`src/rtl/rbcp_pkg.sv`:
```
// Shared widths and FSM state encoding for the RBCP initiator.
package rbcp_pkg;

    localparam int unsigned RBCP_ADDR_W = 32;
    localparam int unsigned RBCP_DATA_W = 8;
    localparam int unsigned LEN_W       = 8;

    typedef enum logic [3:0] {
        StIdle,
        StActOn,
        StWaitWd,
        StStrobe,
        StWaitAck,
        StRdHold,
        StNext,
        StFinish,
        StGap
    } state_e;

endpackage

```
`src/rtl/rbcp_master.sv`:
```
// Command-driven RBCP initiator: splits a local burst into byte-wise WE/RE strobes.
// Optional ACK timeout abort is built when RBCP_TIMEOUT_EN is defined.
module rbcp_master
    import rbcp_pkg::*;
#(
    parameter int unsigned TIMEOUT_CYC = 1024,
    parameter int unsigned GAP_CYC     = 1
) (
    input  logic                   CLK,
    input  logic                   RST,
    input  logic                   CMD_VALID,
    output logic                   CMD_READY,
    input  logic                   CMD_WRITE,
    input  logic [RBCP_ADDR_W-1:0] CMD_ADDR,
    input  logic [LEN_W-1:0]       CMD_LEN,
    input  logic                   WD_VALID,
    output logic                   WD_READY,
    input  logic [RBCP_DATA_W-1:0] WD_DATA,
    output logic                   RD_VALID,
    input  logic                   RD_READY,
    output logic [RBCP_DATA_W-1:0] RD_DATA,
    output logic                   RD_LAST,
    output logic                   DONE,
    output logic                   ERR,
    output logic                   BUSY,
    output logic                   RBCP_ACT,
    output logic [RBCP_ADDR_W-1:0] RBCP_ADDR,
    output logic                   RBCP_WE,
    output logic [RBCP_DATA_W-1:0] RBCP_WD,
    output logic                   RBCP_RE,
    input  logic [RBCP_DATA_W-1:0] RBCP_RD,
    input  logic                   RBCP_ACK
);

    localparam int unsigned GapW = (GAP_CYC > 1) ? $clog2(GAP_CYC + 1) : 1;

    state_e                   state_q;
    logic                     write_q;
    logic [RBCP_ADDR_W-1:0]   addr_q;
    logic [LEN_W-1:0]         cnt_q;
    logic [GapW-1:0]          gap_q;
    logic                     act_q, we_q, re_q, wd_ready_q;
    logic [RBCP_DATA_W-1:0]   wd_q, rd_data_q;
    logic                     rd_valid_q, rd_last_q, done_q;

`ifdef RBCP_TIMEOUT_EN
    localparam int unsigned TmoW = $clog2(TIMEOUT_CYC + 1);
    logic [TmoW-1:0] tmo_q;
    logic            err_q;
`endif

    always_ff @(posedge CLK) begin
        if (RST) begin
            state_q    <= StIdle;
            write_q    <= 1'b0;
            addr_q     <= '0;
            cnt_q      <= '0;
            gap_q      <= '0;
            act_q      <= 1'b0;
            we_q       <= 1'b0;
            re_q       <= 1'b0;
            wd_ready_q <= 1'b0;
            wd_q       <= '0;
            rd_data_q  <= '0;
            rd_valid_q <= 1'b0;
            rd_last_q  <= 1'b0;
            done_q     <= 1'b0;
`ifdef RBCP_TIMEOUT_EN
            tmo_q      <= '0;
            err_q      <= 1'b0;
`endif
        end else begin
            we_q   <= 1'b0;
            re_q   <= 1'b0;
            done_q <= 1'b0;
            unique case (state_q)
                StIdle: begin
                    if (CMD_VALID) begin
                        write_q <= CMD_WRITE;
                        addr_q  <= CMD_ADDR;
                        cnt_q   <= CMD_LEN;
                        act_q   <= 1'b1;
`ifdef RBCP_TIMEOUT_EN
                        err_q   <= 1'b0;
`endif
                        state_q <= StActOn;
                    end
                end
                StActOn: begin
                    if (write_q) begin
                        wd_ready_q <= 1'b1;
                        state_q    <= StWaitWd;
                    end else begin
                        re_q    <= 1'b1;
                        state_q <= StStrobe;
                    end
                end
                StWaitWd: begin
                    if (WD_VALID) begin
                        wd_q       <= WD_DATA;
                        we_q       <= 1'b1;
                        wd_ready_q <= 1'b0;
                        state_q    <= StStrobe;
                    end
                end
                StStrobe: begin
`ifdef RBCP_TIMEOUT_EN
                    tmo_q   <= TmoW'(1);
`endif
                    state_q <= StWaitAck;
                end
                StWaitAck: begin
                    if (RBCP_ACK) begin
                        if (write_q) begin
                            // Pre-open the write port so a ready byte can strobe straight from NEXT.
                            wd_ready_q <= (cnt_q != '0);
                            state_q    <= StNext;
                        end else begin
                            rd_data_q  <= RBCP_RD;
                            rd_valid_q <= 1'b1;
                            rd_last_q  <= (cnt_q == '0);
                            state_q    <= StRdHold;
                        end
                    end
`ifdef RBCP_TIMEOUT_EN
                    else if (tmo_q == TmoW'(TIMEOUT_CYC - 1)) begin
                        act_q   <= 1'b0;
                        done_q  <= 1'b1;
                        err_q   <= 1'b1;
                        state_q <= StFinish;
                    end else begin
                        tmo_q <= tmo_q + TmoW'(1);
                    end
`endif
                end
                StRdHold: begin
                    if (RD_READY) begin
                        rd_valid_q <= 1'b0;
                        rd_last_q  <= 1'b0;
                        state_q    <= StNext;
                    end
                end
                StNext: begin
                    if (cnt_q == '0) begin
                        act_q   <= 1'b0;
                        done_q  <= 1'b1;
                        state_q <= StFinish;
                    end else begin
                        addr_q <= addr_q + 32'd1;
                        cnt_q  <= cnt_q - 8'd1;
                        if (!write_q) begin
                            re_q    <= 1'b1;
                            state_q <= StStrobe;
                        end else if (WD_VALID) begin
                            wd_q       <= WD_DATA;
                            we_q       <= 1'b1;
                            wd_ready_q <= 1'b0;
                            state_q    <= StStrobe;
                        end else begin
                            state_q <= StWaitWd;
                        end
                    end
                end
                StFinish: begin
                    gap_q   <= '0;
                    state_q <= StGap;
                end
                StGap: begin
                    if (gap_q == GapW'(GAP_CYC - 1)) begin
                        state_q <= StIdle;
                    end else begin
                        gap_q <= gap_q + GapW'(1);
                    end
                end
                default: state_q <= StIdle;
            endcase
        end
    end

    assign CMD_READY = (state_q == StIdle);
    assign BUSY      = (state_q != StIdle);
    assign WD_READY  = wd_ready_q;
    assign RD_VALID  = rd_valid_q;
    assign RD_DATA   = rd_data_q;
    assign RD_LAST   = rd_last_q;
    assign DONE      = done_q;
    assign RBCP_ACT  = act_q;
    assign RBCP_ADDR = addr_q;
    assign RBCP_WE   = we_q;
    assign RBCP_WD   = wd_q;
    assign RBCP_RE   = re_q;
`ifdef RBCP_TIMEOUT_EN
    assign ERR       = done_q & err_q;
`else
    assign ERR       = 1'b0;
`endif

endmodule

```
`config.mk`:
```
export PLATFORM = sky130hd
export DESIGN_NAME = rbcp_master
export DESIGN_NICKNAME = d
export VERILOG_FILES = /design/src/rtl/rbcp_pkg.sv /design/src/rtl/rbcp_master.sv
export SDC_FILE = /design/constraint.sdc
export NUM_CORES = 1
export LEC_CHECK = 0
export BUFFER_PORTS_ARGS = -buffer_cell sky130_fd_sc_hd__clkbuf_2
export CORE_MARGIN = 4
export CORE_UTILIZATION = 55
export CTS_CLUSTER_SIZE = 30
export DETAILED_ROUTE_END_ITERATION = 10
export HOLD_SLACK_MARGIN = 0.03
export PLACE_DENSITY = 0.83
export SYNTH_ARGS = -nofsm -noshare
export SYNTH_HDL_FRONTEND = slang
export SYNTH_SLANG_ARGS = --single-unit
```
`constraint.sdc`:
```
create_clock -name CLK -period 5.7 [get_ports CLK]
set_clock_uncertainty 0.2 [all_clocks]
set_input_delay 0.285 -clock CLK [delete_from_list [all_inputs] [get_ports CLK]]
set_output_delay 0.285 -clock CLK [all_outputs]
set_load 0.03 [all_outputs]
```
# Word level (Yosys, flattened, before mapping)

Cells that the tools add are included.

Bits in registers: 69

$add $sub $neg: 3
Equality and inequality tests: 19
Mux-type cells: 48
Bitwise logic cells: 2
Reductions and logical operators: 18

Operators with widths:

| cell                                                               | count |
|---|---|
| 32-bit 2-to-1 mux                                                  | 2 |
| 32-bit case mux with 2 select lines                                | 1 |
| 8-bit 2-to-1 mux                                                   | 5 |
| 4-bit case mux with 9 select lines                                 | 1 |
| 32-bit by 1-bit adder with 32-bit output, second input constant    | 1 |
| 8-bit case mux with 2 select lines                                 | 2 |
| 1-bit 2-to-1 mux                                                   | 23 |
| 2-bit != test, second input constant                               | 11 |
| 4-bit 2-to-1 mux                                                   | 5 |
| 4-bit by 3-bit == test with 1-bit output, second input constant    | 4 |
| 1-bit case mux with 2 select lines                                 | 6 |
| 3-bit AND reduction                                                | 4 |
| 4-bit by 2-bit == test with 1-bit output, second input constant    | 2 |
| 8-bit logical NOT                                                  | 1 |
| 2-bit nonzero test                                                 | 4 |
| 4-bit nonzero test                                                 | 2 |
| 8-bit nonzero test                                                 | 1 |
| 8-bit by 1-bit subtractor with 8-bit output, second input constant | 1 |
| 6-bit AND reduction                                                | 1 |
| 5-bit AND reduction                                                | 1 |
| 4-bit by 1-bit == test with 1-bit output, second input constant    | 1 |
| 4-bit == test, second input constant                               | 1 |
| 4-bit logical NOT                                                  | 1 |
| 1-bit case mux with 4 select lines                                 | 1 |
| other kinds (7)                                                    | 8 |

# Logic depth before layout (Yosys ltp)

Gate-level depths: netlist of the first run.

Word-level depth: 4
Mapped depth: 9

# Least setup slack after synthesis of the first run

No wires, ideal clock.

Path type: reg-to-reg
From: reg state_q[2]
To: reg addr_q[31] (netlist: RBCP_ADDR[31])
Arrival: 2.278 ns
Data required time: 5.399 ns
Path slack: 3.121 ns
Stages on the path, launching flop included: 8
Path through: dfxtp_1 > buf_2 > nor4_1 > and2_1 > clkbuf_4 > nand2_1 > a31o_1 > o41ai_1

Cells in the longest elaborated chain, start to end: 3

Ends and longest elaborated chain:

| what                                                                        | RTL line           | RTL |
|---|---|---|
| start, declared                                                             | rbcp_master.sv:37  | `state_e state_q;` |
| start signal, assigned                                                      | rbcp_master.sv:54  | `state_q <= StIdle;` |
| start signal, assigned                                                      | rbcp_master.sv:86  | `state_q <= StActOn;` |
| start signal, assigned                                                      | rbcp_master.sv:92  | `state_q <= StWaitWd;` |
| 4-bit logical NOT *                                                         | -                  |  |
| net CMD_READY                                                               | rbcp_master.sv:12  | `output logic CMD_READY,` |
| 2-bit != test (no source line) / 2-bit nonzero test (equally long branches) | -                  |  |
| 3-bit AND reduction (no source line)                                        | -                  |  |
| end signal, assigned                                                        | rbcp_master.sv:149 | `addr_q <= addr_q + 32'd1;` |
| end, declared                                                               | rbcp_master.sv:39  | `logic [RBCP_ADDR_W-1:0] addr_q;` |

Mark *: on every way through the listed nets, which the timed path passes. The rest lies on a longest branch.
A chain may end at the register's enable or synchronous reset.

# Final worst setup path of the first run

From: reg state_q[2]
To: reg addr_q[0] (netlist: RBCP_ADDR[0])

Cells in the longest elaborated chain, start to end: 3

Ends and longest elaborated chain:

| what                                                                                 | RTL line          | RTL |
|---|---|---|
| 4-bit by 3-bit == test with 1-bit output / 4-bit logical NOT (equally long branches) | rbcp_master.sv:76 | `unique case (state_q)` |
| 2-bit != test (no source line) / 2-bit nonzero test (equally long branches)          | -                 |  |
| 3-bit AND reduction (no source line)                                                 | -                 |  |

Several ways; a longest one is shown, not always the timed one.

==> results of run 1 <==
final cells by class:
type,instances,area [um2],share of cell area
multi-input cells,390,2360,0.478
flip-flops and latches,68,1360,0.275
repair buffers,146,856,0.173
clock buffers,10,138,0.0278
well taps,96,120,0.0243
clock inverters,6,63.8,0.0129
inverters,12,45.0,0.00910
flip-flops by register name, summed over array words and instances, names as in the netlist:
register	cells
DONE	1
RD_VALID	1
RBCP_WE	1
RBCP_WD	8
RBCP_ACT	1
cnt_q	8
WD_READY	1
RBCP_ADDR	32
RD_DATA	8
write_q	1
state_q	4
RD_LAST	1
RBCP_RE	1
power breakdown:
group	internal (mW)	switching, mW
clock network	0.213	0.198
registers	0.520	0.0715
logic	0.137	0.238
cell usage after synthesis, drive strengths merged, types with 5 or more instances:
cell    number  share of area
dfxtp       68           0.35
nor2        60          0.057
nand2       53          0.051
a21oi       44          0.056
o21ai       34          0.043
clkbuf      24          0.031
nand3       23          0.031
mux2i       20          0.051
nor3        18          0.025
a31oi       12          0.019
buf         12          0.019
inv         12          0.011
nand4       11          0.021
and3        10          0.016
nor4        10          0.023
or3         10          0.016
a22oi        6          0.011
a211oi       5          0.014
a22o         5          0.011
nand2b       5         0.0080
o31ai        5         0.0095
routing by layer:
layer  wire length [um]  GRT usage
met5                  0          0
met2               5590      0.442
met1               4850      0.347
met4                207     0.0916
met3                985     0.0747
cells in the final DEF (no fill, tap or decap), drive strengths merged, types with 3 or more instances in the layout:
master	instances
mux2i	20
nand4	11
o22ai	3
nand2	53
o211ai	3
a22oi	6
a22o	5
nand2b	5
and2	4
nand3	23
a211oi	5
and4	4
a21o	4
and3	10
nor2	60
o31ai	5
buf	4
clkbuf	129
a31oi	12
or3	10
inv	12
nor3	18
o21ai	34
dfxtp	68
or4	3
clkinv	3
a21oi	44
nor4	10
dlygate4sd3	23
final timing paths:
kind	end	cells after the start	startpoint	slack (ps)
min	RBCP_ADDR[5]	5	CMD_ADDR[5]	60
max reg2reg	RBCP_ADDR[0]	5	state_q[2]	2030
min reg2reg	RD_VALID	2	RD_VALID	280
max	RBCP_ADDR[0]	5	state_q[2]	2030
per-stage QoR:
step	setup slack [ps]	utilization	power (mW)	hold WS, ps	std cells
2_1_floorplan	3120	-	0.849	229	506
3_3_place_gp	2220	0.657	0.945	244	689
3_5_place_dp	2090	0.657	0.956	270	689
4_1_cts	2120	0.720	1.38	43.0	728
5_1_grt	1750	0.720	1.44	57.8	728
6_report	2030	0.720	1.38	55.1	728
cells by family (layout without fill, tap and decap cells):
kind of cell	after synthesis	after routing	synth area share
buffers and inverters	48	174	0.0617
multiplexers	20	20	0.0509
flip-flops	68	68	0.346
AND/OR/NAND/NOR	222	222	0.296
AO/OA/AOI/OAI	145	145	0.238
adder cells (fa/ha/maj)	2	2	0.00636
other	1	1	0.000953
critical path: stages, from the launching register on:
cell and delay (ps):
dfxtp_1 550, or3b_1 490, a211oi_2 750, nand2_1 850
or3_1 580, a31oi_1 160
what timing repair did:
item / 4_1_cts / 5_1_grt
buffers inserted: 0 / 0
hold endpoints to repair: 23 / 0
hold buffers: 23 / 0
==> out/results.ini, run 1 <==
[outcome]
status=finished clean

[synth]
syn-num-nets=571
seq_area_frac_synth=0.346
postSynthCellCount=506
synth-seq-cells=68
netlist_area_mm2=0.00393
synth-edff-count=0
number_of_distinct_library_cells_after_synthesis=73
postSynth.topFlopCell=dfxtp_1
syn_area_per_cell_um2=7.77
ys.warnings.count=0
share_of_flip_flops_with_an_asynchronous_set_or_reset_after_synthesis=0

[sta]
timing.max_slew.rel_slack=0.316
post-route-period-util=0.644
fin_tns_setup_ps=0
report.final.hold_viol_count=0
timing.final.setup_violations=0
grt_setup_unrepaired=false
max_freq_mhz=273
timing_worst_slew_pin_value_ps=1020
finalWorstPathRequiredPeriod_ps=3670
timing_max_transition_violations_final=0

[cells_and_area]
final.fill_count=581
stdcell_area_mm2=0.00495
n_antenna_cell=0
area_growth_syn_to_layout_pct=25.8
drive_above_1_share=0.253
finish.net_count=692

[power_and_ir_drop]
p_leak_nw=2.06
ir_drop_uv=181
power.density_cell_area_mw_per_mm2=278

[detailed_routing]
totalWireLength_um=11600
drcViolationCount=0
vias=4323
post_drt_wl_per_cell_um=16.0
drt.antenna.violating_nets=0
viasPerCell=5.94
drt_pass1_iterations=5
drtIter0Drc=391

[cts]
cts.sink_count=68
htree_levels=3
numCtsBuffers=9
tritoncts=done
post_cts_resized=0
clockRootBuffer=clkbuf_8
clockBufferDepth=2
clk_latency_ps=360
clkSlewWorstSetupHoldPaths_ps=80

[floorplanning]
chipWidth_um=92.6
floorplan.rows=30
chipHeight_um=92.6
pin_count=121
initial_cell_density_of_the_core=0.573
design.core.area_mm2=0.00687
die_outline_area_mm2=0.00857

[setup_path]
setup.worst_path.end_class=flip-flop
worstSetupPathType=flip-flop to flip-flop
crit_fanout=30
timing.critical_path.arrival_ps=3740
worstSetupStartpointType=flip-flop
critPathRequiredTime_ps=5780

[grt]
grt_max_degree=77
grt_first_pass_wirelength_um=19100
grt_use_total=0.272
antenna_found_initial=0
number_of_global_route_vias_before_repair=3992
grt_overflow_total=0

[placement]
detailed_place.area_mm2=0.00452
dp.final_hpwl_um=7640
i_o_buffers=119
gp_routability_congestion=0.914

[hold_path]
hp-class=input port to flip-flop

[job]
drv.max_cap_violation_count=0

Note: power is estimated with default switching activity, not from simulation.
==> run 2, diff against run 1 <==
--- a/config.mk
+++ b/config.mk
@@ -7,11 +7,11 @@
 export LEC_CHECK = 0
 export BUFFER_PORTS_ARGS = -buffer_cell sky130_fd_sc_hd__clkbuf_2
 export CORE_MARGIN = 4
-export CORE_UTILIZATION = 55
+export CORE_UTILIZATION = 47
 export CTS_CLUSTER_SIZE = 30
 export DETAILED_ROUTE_END_ITERATION = 10
 export HOLD_SLACK_MARGIN = 0.03
-export PLACE_DENSITY = 0.83
+export PLACE_DENSITY = 0.75
 export SYNTH_ARGS = -nofsm -noshare
 export SYNTH_HDL_FRONTEND = slang
 export SYNTH_SLANG_ARGS = --single-unit
==> constraint.sdc (replaced) <==
create_clock -name CLK -period 2.98 [get_ports CLK]
set_clock_uncertainty 0.2 [all_clocks]
set_input_delay 0.149 -clock CLK [delete_from_list [all_inputs] [get_ports CLK]]
set_output_delay 0.149 -clock CLK [all_outputs]
set_load 0.03 [all_outputs]
==> out/results.ini, run 2 (synthesis results as in run 1) <==
[outcome]
status=finished clean

[setup_path]
timing.critical_path.arrival_ps=2520  ; -1220 ps
worstSetupPathType=flip-flop to flip-flop
worstSetupStartpointType=flip-flop
reg2reg_setup_slack_ps=470  ; -1560 ps
critPathRequiredTime_ps=2990  ; -2790 ps
setup.worst_path.end_class=flip-flop
crit_fanout=9  ; -70%

[floorplanning]
die_outline_area_mm2=0.00990  ; +15%
design.core.area_mm2=0.00818  ; +19%
initial_cell_density_of_the_core=0.481  ; -0.0915
chipWidth_um=99.5  ; +7.5%
pin_count=121  ; unchanged
chipHeight_um=99.5  ; +7.5%
floorplan.rows=33  ; +10%

[grt]
gr-usage-met3=0.0624  ; -0.0123
grt_overflow_total=0  ; unchanged
grt_first_pass_wirelength_um=20300  ; +6.2%
grt_use_total=0.248  ; -0.0245
grt-busiest-layer=met2
number_of_global_route_vias_before_repair=4196  ; +5.1%
gr-usage-met1=0.313  ; -0.0349
antenna_found_initial=0  ; unchanged
grt_max_degree=58  ; -25%
grt_use_met2=0.407  ; -0.0358

[detailed_routing]
vias=4505  ; +4.2%
post_drt_wl_per_cell_um=16.1  ; +0.60%
drcViolationCount=0  ; unchanged
totalWireLength_um=12500  ; +7.1%
drt.antenna.violating_nets=0  ; unchanged
drt_pass1_iterations=5  ; unchanged
viasPerCell=5.81  ; -2.1%
drtIter0Drc=297  ; -24%

[sta]
post-route-period-util=0.841  ; +0.198
max_freq_mhz=399  ; +46%
timing_worst_slew_pin_value_ps=684  ; -339 ps
timing.final.setup_violations=0  ; unchanged
finalWorstPathRequiredPeriod_ps=2510  ; -1160 ps
report.final.hold_viol_count=0  ; unchanged
timing_max_transition_violations_final=0  ; unchanged
grt_setup_unrepaired=false
fin_tns_setup_ps=0  ; unchanged
timing.max_slew.rel_slack=0.537  ; +0.221
layout_setup_ws_ps=472  ; -1560 ps

[cts]
cts.sink_count=68  ; unchanged
numCtsBuffers=9  ; unchanged
clockRootBuffer=clkbuf_8
htree_levels=3  ; unchanged
clkSlewWorstSetupHoldPaths_ps=70  ; about the same
tritoncts=done
post_cts_resized=0  ; unchanged
clockBufferDepth=2  ; unchanged
clk_latency_ps=340  ; -20 ps

[cells_and_area]
layout.cells.most_common_list=clkbuf_2 (119), dfxtp_1 (68), nor2_1 (59)
n_antenna_cell=0  ; unchanged
stdcell_area_mm2=0.00530  ; +7.2%
multi_input_comb_area_mm2=0.00236  ; unchanged
final.fill_count=708  ; +22%
commonest_non_fill_non_tap_cell_in_the_layout=clkbuf_2
finish.net_count=732  ; +5.8%
drive_above_1_share=0.249  ; -0.00391
flip_flop_count_of_the_largest_register_all_copies_and_words_added=32  ; unchanged
area_occupied_by_registers_mm2=0.00136  ; unchanged
area_growth_syn_to_layout_pct=34.8

[placement]
detailed_place.area_mm2=0.00461  ; +2.2%
gp_routability_congestion=0.957  ; +4.8%
i_o_buffers=119  ; unchanged
dp.final_hpwl_um=8310  ; +8.7%
placement.setup.worst_slack_ps=545  ; -1550 ps

[power_and_ir_drop]
report.power.total_mw=2.56  ; +86%
power.density_cell_area_mw_per_mm2=483  ; +73%
ir_drop_uv=279  ; +54%
p_leak_nw=2.23  ; +8.2%

[hold_path]
hp-class=input port to flip-flop

[job]
drv.max_cap_violation_count=0  ; unchanged

-- run 2: changes by cell type in the layout (fill, tap and decap cells not counted), sizes merged --
cell	before	now
dlygate4sd3	23	53
buf	4	14
clkinvlp	2	0
bufinv	1	0
clkbuf	129	130
-- run 2: worst max-delay path, stage by stage, from the launching register on --
cell and delay [ps]:
dfxtp_1 540, nand4_4 200, or4_1 740, nor4_2 440, nor2b_1 180, o22ai_1 80
-- run 2: metal layers --
| layer | part of all wire | vias to the layer above |
|---|---|---|
| li1 | - | 2185 |
| met1 | 0.41 | 2077 |
| met2 | 0.48 | 215 |
| met3 | 0.087 | 28 |
| met4 | 0.021 | 0 |
| met5 | 0 | - |
-- run 2: worst paths after layout --
path	from	end	cells after the start
max	RBCP_ADDR[6]	RBCP_ADDR[23]	5
min	CMD_ADDR[3]	RBCP_ADDR[3]	4
max reg2reg	RBCP_ADDR[6]	RBCP_ADDR[23]	5
min reg2reg	RD_VALID	RD_VALID	2
-- run 2: timing repair --
item | in CTS | in global routing
setup buffers | 0 | 0
hold buffers | 53 | 0
setup endpoints to repair | 0 | 0
hold endpoints to repair | 55 | 0
-- run 2: layout make-up --
class,count,share of cell area
clock buffers,11,0.0267
clock inverters,3,0.00283
inverters,12,0.00850
multi-input cells,390,0.446
flip-flops and latches,68,0.257
well taps,105,0.0248
repair buffers,186,0.235
-- run 2: through the flow --
| stage | hold slack (ps) | instances | utilization |
|---|---|---|---|
| 6_report | 30.4 | 775 | 0.648 |
| 5_1_grt | 48.5 | 775 | 0.648 |
| 4_1_cts | 30.5 | 775 | 0.648 |
| 3_5_place_dp | 189 | 708 | 0.564 |
| 3_3_place_gp | 179 | 708 | 0.564 |
| 2_1_floorplan | 92.9 | 506 | - |
-- run 2: report_power, final --
| group | internal (mW) | total, mW | switching (mW) |
|---|---|---|---|
| Clock | 0.312 | 0.652 | 0.341 |
| Combinational | 0.307 | 0.786 | 0.479 |
| Sequential | 0.994 | 1.12 | 0.126 |
